File: src/rtl/shifter_seq_if.sv
// Operation bus for shifter_seq: start/op/shamt/d_in request side and the
// registered data, carry and busy/done status returned by the shifter.
interface shifter_seq_if #(
  parameter int WIDTH   = 16,
  parameter int SHAMT_W = 4
);
  logic               start;
  logic [2:0]         op;
  logic [SHAMT_W-1:0] shamt;
  logic [WIDTH-1:0]   d_in;
  logic [WIDTH-1:0]   d_out;
  logic               carry;
  logic               busy;
  logic               done;
  logic [1:0]         state_dbg;

  // Handshake: start is accepted only while idle (busy=0, done=0) and op/shamt/d_in
  // are sampled on that same edge; the caller then waits for the one-cycle done
  // pulse. start raised while busy or done is dropped, never queued.
  modport master (
    output start, op, shamt, d_in,
    input  d_out, carry, busy, done, state_dbg
  );

  modport slave (
    input  start, op, shamt, d_in,
    output d_out, carry, busy, done, state_dbg
  );
endinterface

File: src/rtl/shifter_seq.sv
// Multi-cycle shift register: LOAD/CLR/NOP in one cycle, shifts and rotates
// advance one bit per clock with a carry-out of the last bit moved.
module shifter_seq #(
  parameter int WIDTH   = 16,
  parameter int SHAMT_W = 4
) (
  input logic           clk,
  input logic           reset_n,
  shifter_seq_if.slave  bus
);

  localparam logic [2:0] OP_NOP  = 3'b000;
  localparam logic [2:0] OP_LOAD = 3'b001;
  localparam logic [2:0] OP_LSL  = 3'b010;
  localparam logic [2:0] OP_LSR  = 3'b011;
  localparam logic [2:0] OP_ASR  = 3'b100;
  localparam logic [2:0] OP_ROL  = 3'b101;
  localparam logic [2:0] OP_ROR  = 3'b110;
  localparam logic [2:0] OP_CLR  = 3'b111;

  typedef enum logic [1:0] {
    S_IDLE  = 2'd0,
    S_SHIFT = 2'd1,
    S_DONE  = 2'd2
  } state_e;

  state_e             state_q, state_d;
  logic [WIDTH-1:0]   data_q, data_d;
  logic               carry_q, carry_d;
  logic [SHAMT_W-1:0] cnt_q, cnt_d;
  logic [2:0]         op_q, op_d;

  always_ff @(posedge clk or negedge reset_n) begin
    if (!reset_n) begin
      state_q <= S_IDLE;
      data_q  <= '0;
      carry_q <= 1'b0;
      cnt_q   <= '0;
      op_q    <= OP_NOP;
    end else begin
      state_q <= state_d;
      data_q  <= data_d;
      carry_q <= carry_d;
      cnt_q   <= cnt_d;
      op_q    <= op_d;
    end
  end

  always_comb begin
    state_d = state_q;
    data_d  = data_q;
    carry_d = carry_q;
    cnt_d   = cnt_q;
    op_d    = op_q;
    unique case (state_q)
      S_IDLE: begin
        if (bus.start) begin
          state_d = S_DONE;
          case (bus.op)
            OP_LOAD: begin
              data_d  = bus.d_in;
              carry_d = 1'b0;
            end
            OP_CLR: begin
              data_d  = '0;
              carry_d = 1'b0;
            end
            OP_NOP: ;
            default: begin
              // A zero-length shift completes like NOP, leaving data and carry intact.
              if (bus.shamt != '0) begin
                op_d    = bus.op;
                cnt_d   = bus.shamt;
                state_d = S_SHIFT;
              end
            end
          endcase
        end
      end
      S_SHIFT: begin
        case (op_q)
          OP_LSL: begin
            data_d  = {data_q[WIDTH-2:0], 1'b0};
            carry_d = data_q[WIDTH-1];
          end
          OP_LSR: begin
            data_d  = {1'b0, data_q[WIDTH-1:1]};
            carry_d = data_q[0];
          end
          OP_ASR: begin
            data_d  = {data_q[WIDTH-1], data_q[WIDTH-1:1]};
            carry_d = data_q[0];
          end
          OP_ROL: begin
            data_d  = {data_q[WIDTH-2:0], data_q[WIDTH-1]};
            carry_d = data_q[WIDTH-1];
          end
          OP_ROR: begin
            data_d  = {data_q[0], data_q[WIDTH-1:1]};
            carry_d = data_q[0];
          end
          default: ;
        endcase
        cnt_d = cnt_q - 1'b1;
        if (cnt_q == SHAMT_W'(1)) state_d = S_DONE;
      end
      S_DONE: state_d = S_IDLE;
      default: state_d = S_IDLE;
    endcase
  end

  assign bus.d_out     = data_q;
  assign bus.carry     = carry_q;
  assign bus.busy      = (state_q == S_SHIFT);
  assign bus.done      = (state_q == S_DONE);
  assign bus.state_dbg = state_q;

endmodule

File: src/flat_wrapper.sv
// flat-port wrapper written by rule: the top's interface ports become plain ports
module shifter_seq_flat 
#(
  parameter int WIDTH   = 16,
  parameter int SHAMT_W = 4
)
  (clk, reset_n, bus_start, bus_op, bus_shamt, bus_d_in, bus_d_out, bus_carry, bus_busy, bus_done, bus_state_dbg);
  shifter_seq_if #(.WIDTH(WIDTH), .SHAMT_W(SHAMT_W)) bus_i ();
  input logic clk;
  input logic reset_n;
  input wire logic [$bits(bus_i.start)-1:0] bus_start;
  input wire logic [$bits(bus_i.op)-1:0] bus_op;
  input wire logic [$bits(bus_i.shamt)-1:0] bus_shamt;
  input wire logic [$bits(bus_i.d_in)-1:0] bus_d_in;
  output wire logic [$bits(bus_i.d_out)-1:0] bus_d_out;
  output wire logic [$bits(bus_i.carry)-1:0] bus_carry;
  output wire logic [$bits(bus_i.busy)-1:0] bus_busy;
  output wire logic [$bits(bus_i.done)-1:0] bus_done;
  output wire logic [$bits(bus_i.state_dbg)-1:0] bus_state_dbg;
  assign bus_i.start = bus_start;
  assign bus_i.op = bus_op;
  assign bus_i.shamt = bus_shamt;
  assign bus_i.d_in = bus_d_in;
  assign bus_d_out = bus_i.d_out;
  assign bus_carry = bus_i.carry;
  assign bus_busy = bus_i.busy;
  assign bus_done = bus_i.done;
  assign bus_state_dbg = bus_i.state_dbg;
  shifter_seq #(.WIDTH(WIDTH), .SHAMT_W(SHAMT_W)) u_core (.clk(clk), .reset_n(reset_n), .bus(bus_i));
endmodule
File: config.mk
export PLATFORM = sky130hd
export DESIGN_NAME = shifter_seq_flat
export DESIGN_NICKNAME = d
export VERILOG_FILES = /design/src/rtl/shifter_seq_if.sv /design/src/rtl/shifter_seq.sv /design/src/flat_wrapper.sv
export SDC_FILE = /design/constraint.sdc
export NUM_CORES = 1
export LEC_CHECK = 0
export ABC_AREA = 0
export BUFFER_PORTS_ARGS = -buffer_cell sky130_fd_sc_hd__buf_2
export CAP_MARGIN = 20
export CORE_ASPECT_RATIO = 1.2
export CORE_UTILIZATION = 30
export DETAILED_ROUTE_END_ITERATION = 12
export PLACE_DENSITY = 0.59
export SLEW_MARGIN = 20
export SYNTH_ARGS = -nofsm -noshare
export SYNTH_HDL_FRONTEND = slang
export SYNTH_SLANG_ARGS = --single-unit
export TNS_END_PERCENT = 5
File: constraint.sdc
create_clock -name clk -period 2.3 [get_ports clk]
set_input_delay 0.46 -clock clk [delete_from_list [all_inputs] [get_ports clk]]
set_output_delay 0.46 -clock clk [all_outputs]
set_load 0.02 [all_outputs]
==> results of run 1 <==
-- state kept, by name, indices dropped and copies added (netlist names) --
signal                count
u_core.bus.d_out         16
u_core.cnt_q              4
u_core.op_q               3
u_core.bus.state_dbg      2
u_core.bus.carry          1
-- how the worst min path moves through the flow --
stage,startpoint,to,slack [ns],cells after the start
after floorplan,reset_n,u_core.bus.carry,0.16,0
after global placement,u_core.op_q[2],u_core.op_q[2],0.50,1
after detailed placement,u_core.op_q[2],u_core.op_q[2],0.51,1
after CTS,reset_n,u_core.cnt_q[2],0.22,1
after global routing,reset_n,u_core.cnt_q[2],0.25,1
final,reset_n,u_core.cnt_q[2],0.18,1
-- metal layers --
metal | share of wire, % | wire length (um) | vias up
met3 | 3.9 | 180 | 5
met1 | 48 | 2220 | 824
li1 | - | - | 855
met2 | 47 | 2190 | 35
met4 | 1.3 | 59 | 0
met5 | 0 | 0 | -
-- layout by cell type (no fill, tap or decap), types with 4 or more instances in the layout --
master / n
inv_1: 8
mux2i_1: 14
buf_4: 4
dfrtp_1: 26
a31oi_1: 17
nor2_1: 20
nand2_1: 19
a21oi_1: 21
clkbuf_8: 4
o21ai_0: 18
buf_2: 46
mux2_2: 15
-- report_power, final --
part	switching [mW]	internal [mW]
sequential	0.327	0.694
clock	0.159	0.154
combinational	1.23	0.920
-- worst max-delay path, stage by stage, from the launching register on --
cell and delay [ns]:
dfrtp_1 0.46, nand2b_1 0.35, inv_1 0.22, buf_2 0.22
-- area by class of cell --
cell class | count | area [um2]
clock buffers | 4 | 55.1
fillers | 668 | 3840
inverters | 8 | 30.0
multi-input cells | 164 | 1110
flip-flops and latches | 26 | 651
well taps | 82 | 103
repair buffers | 50 | 260
-- kinds of logic (layout without fill, tap and decap cells) --
family / count (synthesis) / after routing
flip-flops: 26 / 26
multiplexers: 32 / 32
buffers and inverters: 24 / 62
AO/OA/AOI/OAI: 66 / 66
XOR/XNOR: 1 / 1
adder cells (fa/ha/maj): 2 / 2
AND/OR/NAND/NOR: 63 / 63
-- per-stage QoR --
stage,util (%),setup WS (ns),total power [mW],hold slack (ns)
after CTS,36.6,0.301,3.52,0.220
after global routing,36.6,0.229,3.83,0.251
after detailed placement,35.6,0.449,3.20,0.512
final,36.6,0.309,3.48,0.179
after global placement,35.6,0.476,3.16,0.499
after floorplan,-,0.661,2.72,0.164
==> results by group, run 1 <==
Placed design
  – Final HPWL DP: about 3.2 mm
  – Placed cells: 330
  – Port bufs: 46
  – RePlAce Congestion: between 0.7 and 0.8
  – Post-DP Area: 2160 um2

STA
  – Setup TNS: 0 ns
  – Skew final: about 0.0049 ns
  – Relative slew slack: between 50% and 60%
  – Worst-margin pin slew: between 0.6 and 0.7 ns
  – Final setup viols: 0
  – Final Max Tran Viols: 0
  – Final period utilization: between 80 and 90%
  – RSZ-0062 raised after global routing: no
  – Max Freq: 502 MHz
  – Hold Fails Final Rpt: 0
  – Min Tclk post-route: 1.99 ns

Synth
  – Fraction of registers with async set/reset: 100%
  – Yosys reg bits: 26
  – Main combinational cell family by area after synthesis: compound AO/OA/AOI/OAI gates
  – Count leader, synth: dfrtp_1
  – Synth Area in Simple Gates: 17.6%
  – Syn Area/Cell: approximately 8.8 um2
  – Synth Area in XOR/XNOR: less than 1%
  – Syn_nets: between 200 and 250
  – Synth area leaders: dfrtp_1 34%, mux2_2 8.9%, mux2i_1 7.4%
  – Netlist cell types: 38
  – Syn. warnings: 0
  – Top cell type's share of synthesized area: between 30 and 40%
  – Synthesized cell area: about 1900 um2
  – Post-Synth Adder-Cell Area: about 1.3%
  – Mux cell area share after synthesis: around 18%
  – Number of synthesized flops with an enable pin: 0
  – Yosys top cell by area: dfrtp_1
  – Synthesized instance count: 214
  – Top cells by count, synth: 26 x dfrtp_1, 21 x a21oi_1, 20 x nor2_1, 19 x nand2_1, 18 x o21ai_0
  – Synth Flop Type: dfrtp_1
  – Sequential share of the synthesized area: roughly a third
  – Compound-cell area share of the yosys netlist: a little over a fifth

Clock network
  – Clk sink count: 26
  – Hold_buf cts: 0
  – CTS Buffer Depth: 2
  – Clk Latency, worst-skew pair: between 0.2 and 0.3 ns
  – Post-CTS setup buffers: 0
  – CTS tree: yes
  – Root buf cell: clkbuf_8
  – # resized after CTS: 0
  – CTS buffer count: 3
  – Clock transition at path regs: ~0.10 ns
  – CTS H-Tree Depth: 1

Worst setup path
  – R2R Path Start: u_core.bus.state_dbg[0]
  – Required @ worst endpoint: 1.84 ns
  – Crit path max fanout: 10
  – CP Data Arrival Time: approximately 1.5 ns
  – Worst R2R End: u_core.bus.d_out[1]
  – R2r worst-path depth: 5
  – Critical path type: register to primary output
  – Launch point of the worst path: u_core.bus.state_dbg[0]
  – CP endpoint: bus_busy
  – R2r setup slk: between 0.5 and 0.6 ns
  – Worst setup EP type: primary output
  – Startpoint types: register

Run
  – Max-cap violations: 0

GRT
  – Grt met2 use: 24.2%
  – Number of global-route vias before repair: approximately 1.6k
  – Met1 Use GR: a little over a fifth
  – Total Routing Usage GR: 15.1%
  – First-pass GRT wire length: between 7 and 8 mm
  – Met3 usage: under 10%
  – Initial antenna violation count: 0
  – Maximum number of pins on one net before global-route repair: 38
  – Congestion Overflow GR: 0
  – GR peak layer: met2

Floorplanning
  – Core ar.: about 6000 um2
  – IO Count: 47
  – Initial Util: approximately 31%
  – Die Width: around 74 um
  – Chip height: around 90 um
  – Number of cell rows: 31
  – Die ar.: 6620 um2

Pwr
  – IR drop worst, VDD: ~0.00064 V
  – Leak pwr: 0.964 nW
  – Pwr dens: around 1600 nW/um2

Layout
  – Post-route insts no fill: roughly 330
  – Layout cells sized above 1: between 30% and 40%
  – Synth-to-layout area growth: 17.2%
  – Diodes inserted: 0
  – Nets: approximately 280
  – Final instance area: around 2200 um2

Route
  – Post-DR vias/cell: 5.15
  – Violation count after the first detailed-routing iteration: 125
  – Pre-Repair DR Iteration Count: 4
  – WL per Instance: approximately 14 um
  – Total wire length: roughly 4.6 mm
  – Residual DRC count: 0
  – ANT nets after route: 0
  – Via count: between 1.5k and 2k

Outcome
  – Status: finished clean

Worst hold path
  – Worst hold path class: input port to async pin
Note: power is estimated with default switching activity, not from simulation.
==> inputs of run 2 (changes only) <==
--- a/config.mk
+++ b/config.mk
@@ -11,7 +11,7 @@
 export CORE_ASPECT_RATIO = 1.2
 export CORE_UTILIZATION = 30
 export DETAILED_ROUTE_END_ITERATION = 12
-export PLACE_DENSITY = 0.59
+export GPL_TIMING_DRIVEN = 0
 export SLEW_MARGIN = 20
 export SYNTH_ARGS = -nofsm -noshare
 export SYNTH_HDL_FRONTEND = slang
==> constraint.sdc (replaced) <==
create_clock -name clk -period 1.85 [get_ports clk]
set_input_delay 0.37 -clock clk [delete_from_list [all_inputs] [get_ports clk]]
set_output_delay 0.37 -clock clk [all_outputs]
set_load 0.02 [all_outputs]
==> results by group, run 2 (same netlist as run 1, synthesis figures left out) <==
Worst setup path
  – CP Data Arrival Time: 1.41 ns (was 1.53 ns)
  – R2r worst-path depth: 6 (was 5)
  – Worst setup EP type: primary output (unchanged)
  – R2R Path Start: u_core.op_q[1] (was u_core.bus.state_dbg[0])
  – R2r setup slk: 0.12 ns (was 0.53 ns)
  – Critical path type: register to primary output (unchanged)
  – Required @ worst endpoint: 1.48 ns (was 1.84 ns)
  – Crit path max fanout: 10 (unchanged)
  – Worst R2R End: u_core.bus.d_out[9] (was u_core.bus.d_out[1])
  – Startpoint types: register (unchanged)

Layout
  – Synth-to-layout area growth: 20.1% (was 17.2%)
  – Nets: 293 (was 281)
  – Diodes inserted: 0 (unchanged)
  – Final instance area: 2270 um2 (was 2210 um2)
  – Max reg flops: 16 (unchanged)
  – Commonest non-fill, non-tap cells in the layout: 50 x buf_2, 25 x dfrtp_1, 21 x a21oi_1, 20 x nor2_1, 19 x nand2_1 (was 46 x buf_2, 26 x dfrtp_1, 21 x a21oi_1, 20 x nor2_1, 19 x nand2_1)
  – Layout cells sized above 1: 31.2% (was 30.2%)
  – Fill cells: 675 (was 668)
  – Commonest non-fill, non-tap cell in the layout: buf_2 (unchanged)

Route
  – Violation count after the first detailed-routing iteration: 68 (was 125)
  – Residual DRC count: 0 (unchanged)
  – WL per Instance: 14.3 um (was 13.9 um)
  – Pre-Repair DR Iteration Count: 4 (unchanged)
  – Via count: 1772 (was 1719)
  – Post-DR vias/cell: 5.14 (was 5.15)
  – ANT nets after route: 0 (unchanged)
  – Total wire length: 4.94 mm (was 4.65 mm)

Run
  – Max-cap violations: 0 (unchanged)

GRT
  – Number of global-route vias before repair: 1679 (was 1580)
  – Maximum number of pins on one net before global-route repair: 27 (was 38)
  – Congestion Overflow GR: 0 (unchanged)
  – First-pass GRT wire length: 8.26 mm (was 7.67 mm)
  – Initial antenna violation count: 0 (unchanged)
  – Total Routing Usage GR: 16.0% (was 15.1%)

STA
  – Hold Fails Final Rpt: 0 (unchanged)
  – Final Max Tran Viols: 0 (unchanged)
  – RSZ-0062 raised after global routing: yes (was no)
  – Relative slew slack: 59.7% (was 58.5%)
  – Worst setup margin: 0.0653 ns (was 0.309 ns)
  – Worst-margin pin slew: 0.604 ns (was 0.623 ns)
  – Min Tclk post-route: 1.78 ns
  – Max Freq: about 560 MHz
  – Final period utilization: around 96%
  – Final setup viols: 0 (unchanged)
  – Skew final: 0.00795 ns (was 0.00490 ns)

Outcome
  – Status: finished clean (unchanged)

Clock network
  – Clk Latency, worst-skew pair: 0.28 ns (about the same)
  – Root buf cell: clkbuf_8 (unchanged)
  – CTS Buffer Depth: 2 (unchanged)
  – Hold_buf cts: 0 (unchanged)
  – CTS tree: yes (unchanged)
  – Clk sink count: 26 (unchanged)
  – CTS H-Tree Depth: 1 (unchanged)
  – Clock transition at path regs: 0.09 ns (was 0.10 ns)
  – CTS buffer count: 3 (unchanged)

Floorplanning
  – Die ar.: 6620 um2 (unchanged)
  – Die Width: 74.4 um (unchanged)
  – Number of cell rows: 31 (unchanged)
  – Initial Util: 31.2% (unchanged)
  – IO Count: 47 (unchanged)
  – Core ar.: 6050 um2 (unchanged)
  – Chip height: 88.9 um (unchanged)

Placed design
  – Post-place setup slack: 0.0666 ns (was 0.449 ns)
  – Port bufs: 46 (unchanged)
  – Post-DP Area: 2220 um2 (was 2160 um2)
  – Final HPWL DP: 3.68 mm (was 3.20 mm)
  – RePlAce Congestion: 0.748 (was 0.730)

Pwr
  – IR drop worst, VDD: 0.000621 V (was 0.000639 V)
  – Pwr dens: 1980 nW/um2 (was 1570 nW/um2)
  – Total Power: 4.49 mW (was 3.48 mW)
  – Leak pwr: 0.992 nW (was 0.964 nW)

Worst hold path
  – Worst hold path class: input port to async pin (unchanged)
## run 2: how the worst max path moves through the flow
stage | startpoint | endpoint | slack [ns] | depth (start not counted)
after detailed placement | bus_shamt[1] | u_core.op_q[2] | 0.07 | 5
final | u_core.bus.state_dbg[1] | bus_busy | 0.07 | 4
after global routing | u_core.bus.state_dbg[1] | bus_busy | -0.01 | 4
after global placement | bus_shamt[1] | u_core.op_q[0] | 0.08 | 5
after floorplan | u_core.bus.state_dbg[0] | u_core.bus.d_out[10] | 0.28 | 7
after CTS | u_core.bus.state_dbg[0] | bus_busy | 0.04 | 4
## run 2: area by class of cell
| type | instances | area [um2] | area share [%] |
|---|---|---|---|
| multi-input cells | 164 | 1110 | 49.1 |
| flip-flops and latches | 26 | 652 | 28.7 |
| repair buffers | 46 | 230 | 10.1 |
| well taps | 82 | 103 | 4.52 |
| plain buffers | 16 | 98.8 | 4.36 |
| clock buffers | 3 | 41.3 | 1.82 |
| inverters | 8 | 30.0 | 1.32 |
## run 2: what timing repair did
action | CTS | global route
setup buffers | 0 | 0
setup endpoints to repair | 0 | 8
resized for setup | 0 | 3
## run 2: critical path, stage by stage (launching register included)
cell	delay (ns)
dfrtp_1	0.43
nand2b_1	0.17
buf_6	0.15
inv_1	0.18
buf_2	0.21
## run 2: power by group
| part | leakage (nW) | switching (mW) | internal (mW) |
|---|---|---|---|
| Clock | 0.0216 | 0.184 | 0.146 |
| Combinational | 0.676 | 1.67 | 1.26 |
| Sequential | 0.295 | 0.366 | 0.865 |
| Total | 0.992 | 2.22 | 2.27 |
## run 2: per-stage QoR
stage / util [%] / TNS, ns / hold WS [ns] / instances
after floorplan: - / 0 / 0.0744 / 214
final: 37.5 / 0 / 0.0919 / 345
after global placement: 36.7 / 0 / 0.425 / 342
after CTS: 37.4 / 0 / 0.118 / 345
after detailed placement: 36.7 / 0 / 0.420 / 342
after global routing: 37.5 / -0.0123 / 0.136 / 345
## run 2: per-layer routing
metal	track usage [%]	vias up	routed length, um
li1	-	874	-
met1	21.3	841	2260
met4	3.09	0	30
met3	2.37	6	216
met5	0	-	0
met2	27.4	51	2430
